$ cat src/rtl/rsi_trade_pkg.sv
// Shared types and sizing for the RSI order manager.
// Sizing, side encodings and FSM states.
package rsi_trade_pkg;

    localparam int NUM_STOCKS = 4;
    localparam int ID_W       = 2;
    localparam int PRICE_W    = 6;
    localparam int COST_W     = PRICE_W + 3;
    localparam int LOT_SIZE   = 4;
    localparam int CASH_W     = 16;
    localparam int POS_W      = 8;
    localparam int MAX_POS    = 32;
    localparam int COOLDOWN   = 8;

    localparam logic SIDE_BUY  = 1'b1;
    localparam logic SIDE_SELL = 1'b0;

    typedef enum logic [1:0] {
        IDLE  = 2'd0,
        CHECK = 2'd1,
        ISSUE = 2'd2
    } state_t;

endpackage

$ cat src/rtl/rsi_order_manager_if.sv
// Order bus towards the downstream sink.
// Valid/ready handshake plus order fields.
interface rsi_order_manager_if;
    import rsi_trade_pkg::*;

    logic               order_valid;
    logic               order_ready;
    logic               order_side;
    logic [ID_W-1:0]    order_stock;
    logic [PRICE_W-1:0] order_price;
    logic [POS_W-1:0]   order_qty;

    modport master (
        output order_valid, order_side, order_stock,
        output order_price, order_qty,
        input  order_ready
    );

    modport slave (
        input  order_valid, order_side, order_stock,
        input  order_price, order_qty,
        output order_ready
    );

endinterface

$ cat src/rtl/rsi_cooldown_bank.sv
// Per-stock cooldown down-counters.
// A load reloads one counter; reload beats the decrement.
module rsi_cooldown_bank
    import rsi_trade_pkg::*;
(
    input  logic                  clk,
    input  logic                  rst,
    input  logic                  load,
    input  logic [ID_W-1:0]       load_id,
    output logic [NUM_STOCKS-1:0] zero
);

    localparam int CD_W = $clog2(COOLDOWN + 1);

    logic [CD_W-1:0] cnt [NUM_STOCKS];

    // Reload on commit, otherwise count down to zero.
    always_ff @(posedge clk or posedge rst) begin
        if (rst) begin
            for (int i = 0; i < NUM_STOCKS; i++)
                cnt[i] <= '0;
        end else begin
            for (int i = 0; i < NUM_STOCKS; i++) begin
                if (load && load_id == ID_W'(i))
                    cnt[i] <= CD_W'(COOLDOWN);
                else if (cnt[i] != '0)
                    cnt[i] <= cnt[i] - 1'b1;
            end
        end
    end

    // Zero flag per stock gates trading.
    always_comb begin
        zero = '0;
        for (int i = 0; i < NUM_STOCKS; i++)
            zero[i] = (cnt[i] == '0);
    end

endmodule

$ cat src/rtl/rsi_order_manager.sv
// Turns RSI buy/sell decisions into checked trade orders.
// Owns cash, positions and the order FSM.
module rsi_order_manager
    import rsi_trade_pkg::*;
#(
    parameter logic [CASH_W-1:0] CASH_INIT = 16'd1000
) (
    input  logic               clk,
    input  logic               rst,
    input  logic               sig_valid,
    input  logic               buy_signal,
    input  logic               sell_signal,
    input  logic [ID_W-1:0]    stock_id,
    input  logic [PRICE_W-1:0] price,
    rsi_order_manager_if.master ord,
    output logic [CASH_W-1:0]  cash_out,
    input  logic [ID_W-1:0]    pos_query_id,
    output logic [POS_W-1:0]   pos_query,
    output logic [7:0]         reject_cnt,
    output logic [7:0]         drop_cnt,
    output logic               busy
);

    state_t             state;
    state_t             state_nx;
    logic               latch;
    logic               reject;
    logic               fire;
    logic               side_q;
    logic [ID_W-1:0]    id_q;
    logic [PRICE_W-1:0] price_q;
    logic [CASH_W-1:0]  cash;
    logic [POS_W-1:0]   pos [NUM_STOCKS];
    logic [NUM_STOCKS-1:0] cd_zero;

    logic               req;
    logic [COST_W-1:0]  cost_n;
    logic [CASH_W-1:0]  cost;
    logic [POS_W-1:0]   pos_sel;
    logic [POS_W:0]     pos_plus;
    logic [CASH_W:0]    cash_sum;
    logic               buy_ok;
    logic               sell_ok;
    logic               pass;

    assign req      = sig_valid & (buy_signal ^ sell_signal);
    assign cost_n   = COST_W'(price_q) * COST_W'(LOT_SIZE);
    assign cost     = CASH_W'(cost_n);
    assign pos_sel  = pos[id_q];
    assign pos_plus = {1'b0, pos_sel} + (POS_W+1)'(LOT_SIZE);
    assign cash_sum = {1'b0, cash} + {1'b0, cost};
    assign buy_ok   = cd_zero[id_q] && (cash >= cost)
                   && (pos_plus <= (POS_W+1)'(MAX_POS));
    assign sell_ok  = cd_zero[id_q] && (pos_sel >= POS_W'(LOT_SIZE));
    assign pass     = (side_q == SIDE_BUY) ? buy_ok : sell_ok;
    assign fire     = (state == ISSUE) && ord.order_ready;

    assign ord.order_valid = (state == ISSUE);
    assign ord.order_side  = side_q;
    assign ord.order_stock = id_q;
    assign ord.order_price = price_q;
    assign ord.order_qty   = POS_W'(LOT_SIZE);

    assign cash_out  = cash;
    assign pos_query = pos[pos_query_id];
    assign busy      = (state != IDLE);

    rsi_cooldown_bank u_cd (
        .clk     (clk),
        .rst     (rst),
        .load    (fire),
        .load_id (id_q),
        .zero    (cd_zero)
    );

    // FSM state register.
    always_ff @(posedge clk or posedge rst) begin
        if (rst) state <= IDLE;
        else     state <= state_nx;
    end

    // Next state, latch strobe and reject strobe.
    always_comb begin
        state_nx = state;
        latch    = 1'b0;
        reject   = 1'b0;
        unique case (state)
            IDLE: begin
                if (req) begin
                    state_nx = CHECK;
                    latch    = 1'b1;
                end
            end
            CHECK: begin
                state_nx = pass ? ISSUE : IDLE;
                reject   = !pass;
            end
            ISSUE: begin
                if (ord.order_ready) state_nx = IDLE;
            end
            default: state_nx = IDLE;
        endcase
    end

    // Capture the request so the order fields stay stable.
    always_ff @(posedge clk or posedge rst) begin
        if (rst) begin
            side_q  <= 1'b0;
            id_q    <= '0;
            price_q <= '0;
        end else if (latch) begin
            side_q  <= buy_signal;
            id_q    <= stock_id;
            price_q <= price;
        end
    end

    // Commit cash and position on the accepted handshake.
    always_ff @(posedge clk or posedge rst) begin
        if (rst) begin
            cash <= CASH_INIT;
            for (int i = 0; i < NUM_STOCKS; i++)
                pos[i] <= '0;
        end else if (fire) begin
            if (side_q == SIDE_BUY) begin
                cash     <= cash - cost;
                pos[id_q] <= pos_sel + POS_W'(LOT_SIZE);
            end else begin
                cash     <= cash_sum[CASH_W] ? '1 : cash_sum[CASH_W-1:0];
                pos[id_q] <= pos_sel - POS_W'(LOT_SIZE);
            end
        end
    end

    // Saturating reject and drop counters.
    always_ff @(posedge clk or posedge rst) begin
        if (rst) begin
            reject_cnt <= '0;
            drop_cnt   <= '0;
        end else begin
            if (reject && reject_cnt != 8'hFF)
                reject_cnt <= reject_cnt + 8'd1;
            if (req && state != IDLE && drop_cnt != 8'hFF)
                drop_cnt <= drop_cnt + 8'd1;
        end
    end

endmodule
$ cat src/flat_wrapper.sv
// flat-port wrapper written by rule: the top's interface ports become plain ports
module rsi_order_manager_flat import rsi_trade_pkg::*;
#(
    parameter logic [CASH_W-1:0] CASH_INIT = 16'd1000
)
  (clk, rst, sig_valid, buy_signal, sell_signal, stock_id, price, cash_out, pos_query_id, pos_query, reject_cnt, drop_cnt, busy, ord_order_valid, ord_order_side, ord_order_stock, ord_order_price, ord_order_qty, ord_order_ready);
  rsi_order_manager_if ord_i ();
  input  logic clk;
  input  logic rst;
  input  logic sig_valid;
  input  logic buy_signal;
  input  logic sell_signal;
  input  logic [ID_W-1:0] stock_id;
  input  logic [PRICE_W-1:0] price;
  output logic [CASH_W-1:0] cash_out;
  input  logic [ID_W-1:0] pos_query_id;
  output logic [POS_W-1:0] pos_query;
  output logic [7:0] reject_cnt;
  output logic [7:0] drop_cnt;
  output logic busy;
  output wire logic [$bits(ord_i.order_valid)-1:0] ord_order_valid;
  output wire logic [$bits(ord_i.order_side)-1:0] ord_order_side;
  output wire logic [$bits(ord_i.order_stock)-1:0] ord_order_stock;
  output wire logic [$bits(ord_i.order_price)-1:0] ord_order_price;
  output wire logic [$bits(ord_i.order_qty)-1:0] ord_order_qty;
  input wire logic [$bits(ord_i.order_ready)-1:0] ord_order_ready;
  assign ord_order_valid = ord_i.order_valid;
  assign ord_order_side = ord_i.order_side;
  assign ord_order_stock = ord_i.order_stock;
  assign ord_order_price = ord_i.order_price;
  assign ord_order_qty = ord_i.order_qty;
  assign ord_i.order_ready = ord_order_ready;
  rsi_order_manager #(.CASH_INIT(CASH_INIT)) u_core (.clk(clk), .rst(rst), .sig_valid(sig_valid), .buy_signal(buy_signal), .sell_signal(sell_signal), .stock_id(stock_id), .price(price), .ord(ord_i), .cash_out(cash_out), .pos_query_id(pos_query_id), .pos_query(pos_query), .reject_cnt(reject_cnt), .drop_cnt(drop_cnt), .busy(busy));
endmodule
$ cat config.mk
export PLATFORM = sky130hd
export DESIGN_NAME = rsi_order_manager_flat
export DESIGN_NICKNAME = d
export VERILOG_FILES = /design/src/rtl/rsi_trade_pkg.sv /design/src/rtl/rsi_order_manager_if.sv /design/src/rtl/rsi_cooldown_bank.sv /design/src/rtl/rsi_order_manager.sv /design/src/flat_wrapper.sv
export SDC_FILE = /design/constraint.sdc
export NUM_CORES = 1
export LEC_CHECK = 0
export ABC_CLOCK_PERIOD_IN_PS = 5200
export CORE_MARGIN = 2
export CORE_UTILIZATION = 55
export CTS_CLUSTER_DIAMETER = 120
export DETAILED_ROUTE_END_ITERATION = 12
export GPL_ROUTABILITY_DRIVEN = 0
export PLACE_DENSITY = 0.84
export REMOVE_ABC_BUFFERS = 1
export SKIP_CTS_REPAIR_TIMING = 1
export SYNTH_ARGS = -nofsm -noshare
export SYNTH_HDL_FRONTEND = slang
export SYNTH_SLANG_ARGS = --single-unit
$ cat constraint.sdc
create_clock -name clk -period 5.2 [get_ports clk]
set_clock_uncertainty 0.15 [all_clocks]
set_input_delay 1.04 -clock clk [delete_from_list [all_inputs] [get_ports clk]]
set_output_delay 1.04 -clock clk [all_outputs]
set_load 0.02 [all_outputs]
Yosys cells after proc, flatten, opt, wreduce, memory -nomap -nowiden --
Cells that the tools add are included.
Operators by class: add/sub/neg operators 11, magnitude comparators 7, equal/unequal tests 9, multiplexer cells 31, bitwise gates (word level) 4, reductions and logical operators 29
Operators with widths (count):
- $bwmux W32 | 2
- $mux W8 | 5
- $bmux W8 S2 | 2
- $mux W16 | 2
- $mux W32 | 1
- $mux W4 | 8
- $add A16 B8 Y17 | 1
- $add A8 B1 Y8 const B | 2
- $demux W8 S2 | 1
- $ge A16 B8 Y1 | 1
- $logic_not A4 Y1 | 4
- $ne A8 B8 Y1 const B | 2
- $reduce_bool A4 Y1 | 4
- $sub A16 B8 Y16 | 1
- $sub A4 B1 Y4 const B | 4
- $logic_and A1 B1 Y1 | 12
- $reduce_bool A2 Y1 | 5
- $add A8 B3 Y9 const B | 1
- $le A9 B6 Y1 const B | 1
- $add A8 B3 Y8 const B | 1
- $ge A8 B3 Y1 const B | 1
- $sub A8 B3 Y8 const B | 1
- $eq A2 B2 Y1 const B | 3
- $ge A3 B3 Y1 const B | 2
- 14 further kinds | 24
Storage, ports and cells: bits in registers 91, input port bits 16, output and inout bits 59, word-level logic and storage cells 106

Longest topological paths before layout --
word-level depth 11, gate-level depth with buffers 12, mapped depth without buffers 12

Modules after synthesis --
From an unflattened synthesis, not the netlist that was laid out.
Unflattened totals: cell total of the unflattened synthesis 520, area, all modules 5320.1 sq um
By module, submodules not included:
- rsi_order_manager | times used 1, cells an instance 443, area each 4480.5 sq um, seq. area each 1859.3 sq um
- rsi_cooldown_bank | times used 1, cells an instance 77, area each 839.6 sq um, seq. area each 400.4 sq um

Worst setup path after synthesis --
No wires, ideal clock.
path kind input -> output, start input port pos_query_id[0], end output port pos_query[0], data arrival time 2095 ps, data required time 4010 ps, setup slack 1915 ps, stages 2, buffers on the path 1, cell sequence clkbuf_1 -> mux4_2
On the way: word-level cells in the longest chain between the ends 4
RTL lines:
- start, declared | RTL line flat_wrapper.sv:16 | input logic [ID_W-1:0] pos_query_id;
- $not A2 Y3 (not written as such) | RTL line rsi_order_manager.sv:65 | assign pos_query = pos[pos_query_id];
- $bmux W8 S2 | RTL line rsi_order_manager.sv:65
- $mux W8 (not written as such) (2 in a row) | RTL line rsi_order_manager.sv:65
- end, declared | RTL line flat_wrapper.sv:17 | output logic [POS_W-1:0] pos_query;
No other way between the ends. The select of a mux whose other input is x is not followed.

Worst setup path after layout --
start input port pos_query_id[0], end output port pos_query[2]
The elaborated chain is that of the path after synthesis.

==> metrics.log <==
[metrics] yosys synthesis warning count: 0
[metrics] antenna violations before repair: 0
[metrics] floorplan die height: 103 um
[metrics] share of layout cells above drive strength 1: 12.3%
[metrics] number of instances in the synthesized netlist: 537
[metrics] core footprint: 0.00964 mm2
[metrics] die width: 103 um
[metrics] pin slew with the least headroom to its limit: 1060 ps
[metrics] number of endpoints failing setup at the final stage: 0
[metrics] area fraction of the dominant cell type after synthesis: 39.1%
[metrics] required time worst endpoint: 4010 ps
[metrics] TritonCTS clock tree: yes
[metrics] CTS Root Cell: clkbuf_8
[metrics] final routed wire length divided by cell count: 15.9 um
[metrics] netlist area before placement: 0.00537 mm2
[metrics] most used cell along the critical path: clkdlybuf4s50_1
[metrics] status: complete, no violations
[metrics] area enclosed by the die boundary: 0.0106 mm2
[metrics] number of buffers on the longest clock path: 2
[metrics] final period utilization: 80.5%
[metrics] biggest cell delay along the critical path: 810 ps
[metrics] Avg Cell Area, Syn: 10.0 um2
[metrics] antenna viol nets, final: 0
[metrics] number of pins with negative max-slew slack in the final report: 0
[metrics] top area cells in the synthesized netlist: dfrtp_1, mux4_2, ha_1, mux2_2, nand2_1
[metrics] CP max FO: 8
[metrics] Final Net Count: 623
[metrics] Hold/Removal Path Class: reg -> reg
[metrics] pin count of the biggest net entering global routing: 63
[metrics] vias in the first global route: 3980
[metrics] static leakage: 2.76 nW
[metrics] complex-gate fraction of the synthesized area: 12.2%
[metrics] Initial DRT Pass Iterations: 5
[metrics] multiplexer share of the synthesized area: 12.3%
[metrics] timing-limited maximum frequency: 239 MHz
[metrics] slowest library cell on the worst path: clkdlybuf4s50_1
[metrics] crit-path leading delay family: buffers and inverters
[metrics] areal power density over the cells: 545 mW/mm2
[metrics] max-slew headroom at the worst pin: 29.2%
[metrics] FFs w/ async S/R, synth: 100%
[metrics] Worst setup SP type: input pin
[metrics] Port Buf Inserts: 66
[metrics] diode insertion count for antenna repair: 0
[metrics] DRT Wirelength: 11.4 mm
[metrics] sequential cell area fraction in the yosys report: 42.1%
[metrics] GRT Total Usage: 23.4%
[metrics] number of CTS-inserted buffers: 9
[metrics] Fin. Hold Viols: 0
[metrics] clock transition at the registers of the reported paths: 90 ps
[metrics] HPWL Detailed: 8.27 mm
[metrics] critical path, cell by cell: clkdlybuf4s50_1 > mux4_2 > clkdlybuf4s50_1
[metrics] violation count after the first detailed-route iteration: 216
[metrics] main combinational cell family by area after synthesis: simple AND/OR/NAND/NOR gates
[metrics] leading cell type by number of instances after synthesis: dfrtp_1
[metrics] primary flip-flop cell chosen by synthesis mapping: dfrtp_1
[metrics] aggregate global routing overflow: 0
[metrics] cell type with the largest total area after synthesis: dfrtp_1
[metrics] placed cell count: 701
[metrics] Buf+Inv Stages, Crit Path: 2
[metrics] Post-synth EDFFs: 0
[metrics] area fraction in and, or, nand and nor cells after synthesis: 14.8%
[metrics] setup total negative slack: 0 ps
[metrics] Via Count: 4094
[metrics] commonest cells in the synthesized netlist: dfrtp_1, nand2_1, nor2_1
[metrics] element type at the critical path end: output port
[metrics] first-pass GRT wire length: 19.2 mm
[metrics] Clk Latency, worst-skew pair: 370 ps
[metrics] Setup Crit Path Kind: in -> out
[metrics] P&R area growth vs syn: 15.6%
[metrics] minimum period implied by the final worst setup slack: 4190 ps
[metrics] initial core utilization: 55.7%
[metrics] Yosys reg bits: 90
[metrics] unrepaired setup endpoints after global routing: false
[metrics] data arrival at the endpoint of the critical path: 3000 ps
[metrics] number of clock sinks: 90
[metrics] arithmetic-cell share of the synthesized area counting full adders, half adders and majority gates: 6.80%
[metrics] number of library cell types mapped by synthesis: 64
[metrics] Finished Layout Cells: 717
[metrics] count of maximum capacitance violations: 0
[metrics] Remaining DRCs: 0
[metrics] share of the synthesized netlist area taken by xor and xnor gates: 5.54%
[metrics] H-tree Lvls: 3
[metrics] number of ports placed on the die boundary: 75
[metrics] Vias/cell: 5.71
[metrics] peak supply drop: 294 uV
[metrics] number of fill cells in the layout: 781
[metrics] standard-cell row count: 36
==> worst register-to-register path, stage by stage (launching register included) <==
cell and delay [ps]:
dfrtp_1 420, inv_1 70, ha_1 150, inv_1 60, fa_1 400, a21oi_1 200, o21ai_0 160, a2111oi_1 840
a21oi_1 210, o221ai_2 260, and3_4 230, nand2_2 50, mux2_4 290
==> worst paths after layout <==
kind | from | end | slack, ps | cells past startpoint
setup / recovery | pos_query_id[0] | pos_query[2] | 1010 | 3
hold / removal | register | register | 260 | 0
setup reg to reg | u_core.cash_out[2]$_DFFE_PP0P_ | u_core.reject_cnt[6]$_DFFE_PP0P_ | 1600 | 12
hold reg to reg | register | register | 260 | 0
max in group asynchronous | rst | u_core.cash_out[3]$_DFFE_PP1P_ | 2860 | 3
min in group asynchronous | rst | u_core.reject_cnt[7]$_DFFE_PP0P_ | 1060 | 2
==> per-layer routing <==
metal	routed length, um	track usage (%)	up-vias
met5	0	0	-
met4	232	9.11	0
met3	543	3.46	19
met2	5730	38.6	124
met1	4920	31.5	2010
li1	-	-	1941
==> kinds of logic after synthesis <==
family / count (synthesis)
AOI/OAI and AO/OA: 99
other: 2
and+or+nand+nor: 166
buffers and inverters: 75
DFF: 90
xor gates and xnor gates: 34
adders and majority gates: 28
muxes: 43
==> cell type report <==
type / count / area [um2] / area share, %
Clock buffer: 9 / 124 / 1.99
Clock inverter: 7 / 58.8 / 0.947
Inverter: 31 / 118 / 1.89
Multi-Input combinational cell: 378 / 2800 / 45.1
Sequential cell: 90 / 2260 / 36.4
Tap cell: 133 / 166 / 2.68
Timing Repair Buffer: 69 / 683 / 11.0
==> cells in the final DEF (no fill, tap or decap), types with 4 or more instances in the layout <==
master | Yosys | final
inv_1 | 31 | 30
nor3_1 | 12 | 12
xnor2_1 | 23 | 23
clkdlybuf4s50_1 | 0 | 66
xor2_1 | 11 | 11
dfrtp_1 | 84 | 84
clkbuf_8 | 0 | 9
nand4_1 | 5 | 5
ha_1 | 26 | 26
and2_1 | 6 | 6
dfstp_2 | 6 | 6
nand2_1 | 59 | 59
or3_1 | 6 | 6
mux4_2 | 16 | 16
a21o_1 | 6 | 6
a31oi_1 | 4 | 4
and3_1 | 10 | 10
nor2_1 | 35 | 35
nand3_1 | 11 | 11
o211ai_1 | 5 | 5
mux2i_1 | 5 | 5
o21ai_0 | 20 | 20
a21oi_1 | 29 | 29
conb_1 | 2 | 8
o22ai_1 | 5 | 5
nor2b_1 | 6 | 6
mux2_2 | 20 | 20
==> where the power goes <==
group,switching [mW],internal [mW]
logic,0.945,0.825
clock network,0.273,0.182
registers,0.230,0.929
total,1.45,1.94
==> stage by stage <==
step                      total power [mW]  cell area (um2)  hold slack [ps]  setup slack [ps]  utilization (%)
after floorplan                       2.38             5180              220              1680                -
after global placement                2.83             6030              237              1020             62.5
after detailed placement              2.92             6030              243               987             62.5
after CTS                             3.39             6210              268               987             64.4
after global routing                  3.65             6210              275               889             64.4
final                                 3.38             6210              260              1010             64.4
Note: power is estimated with default switching activity, not from simulation.
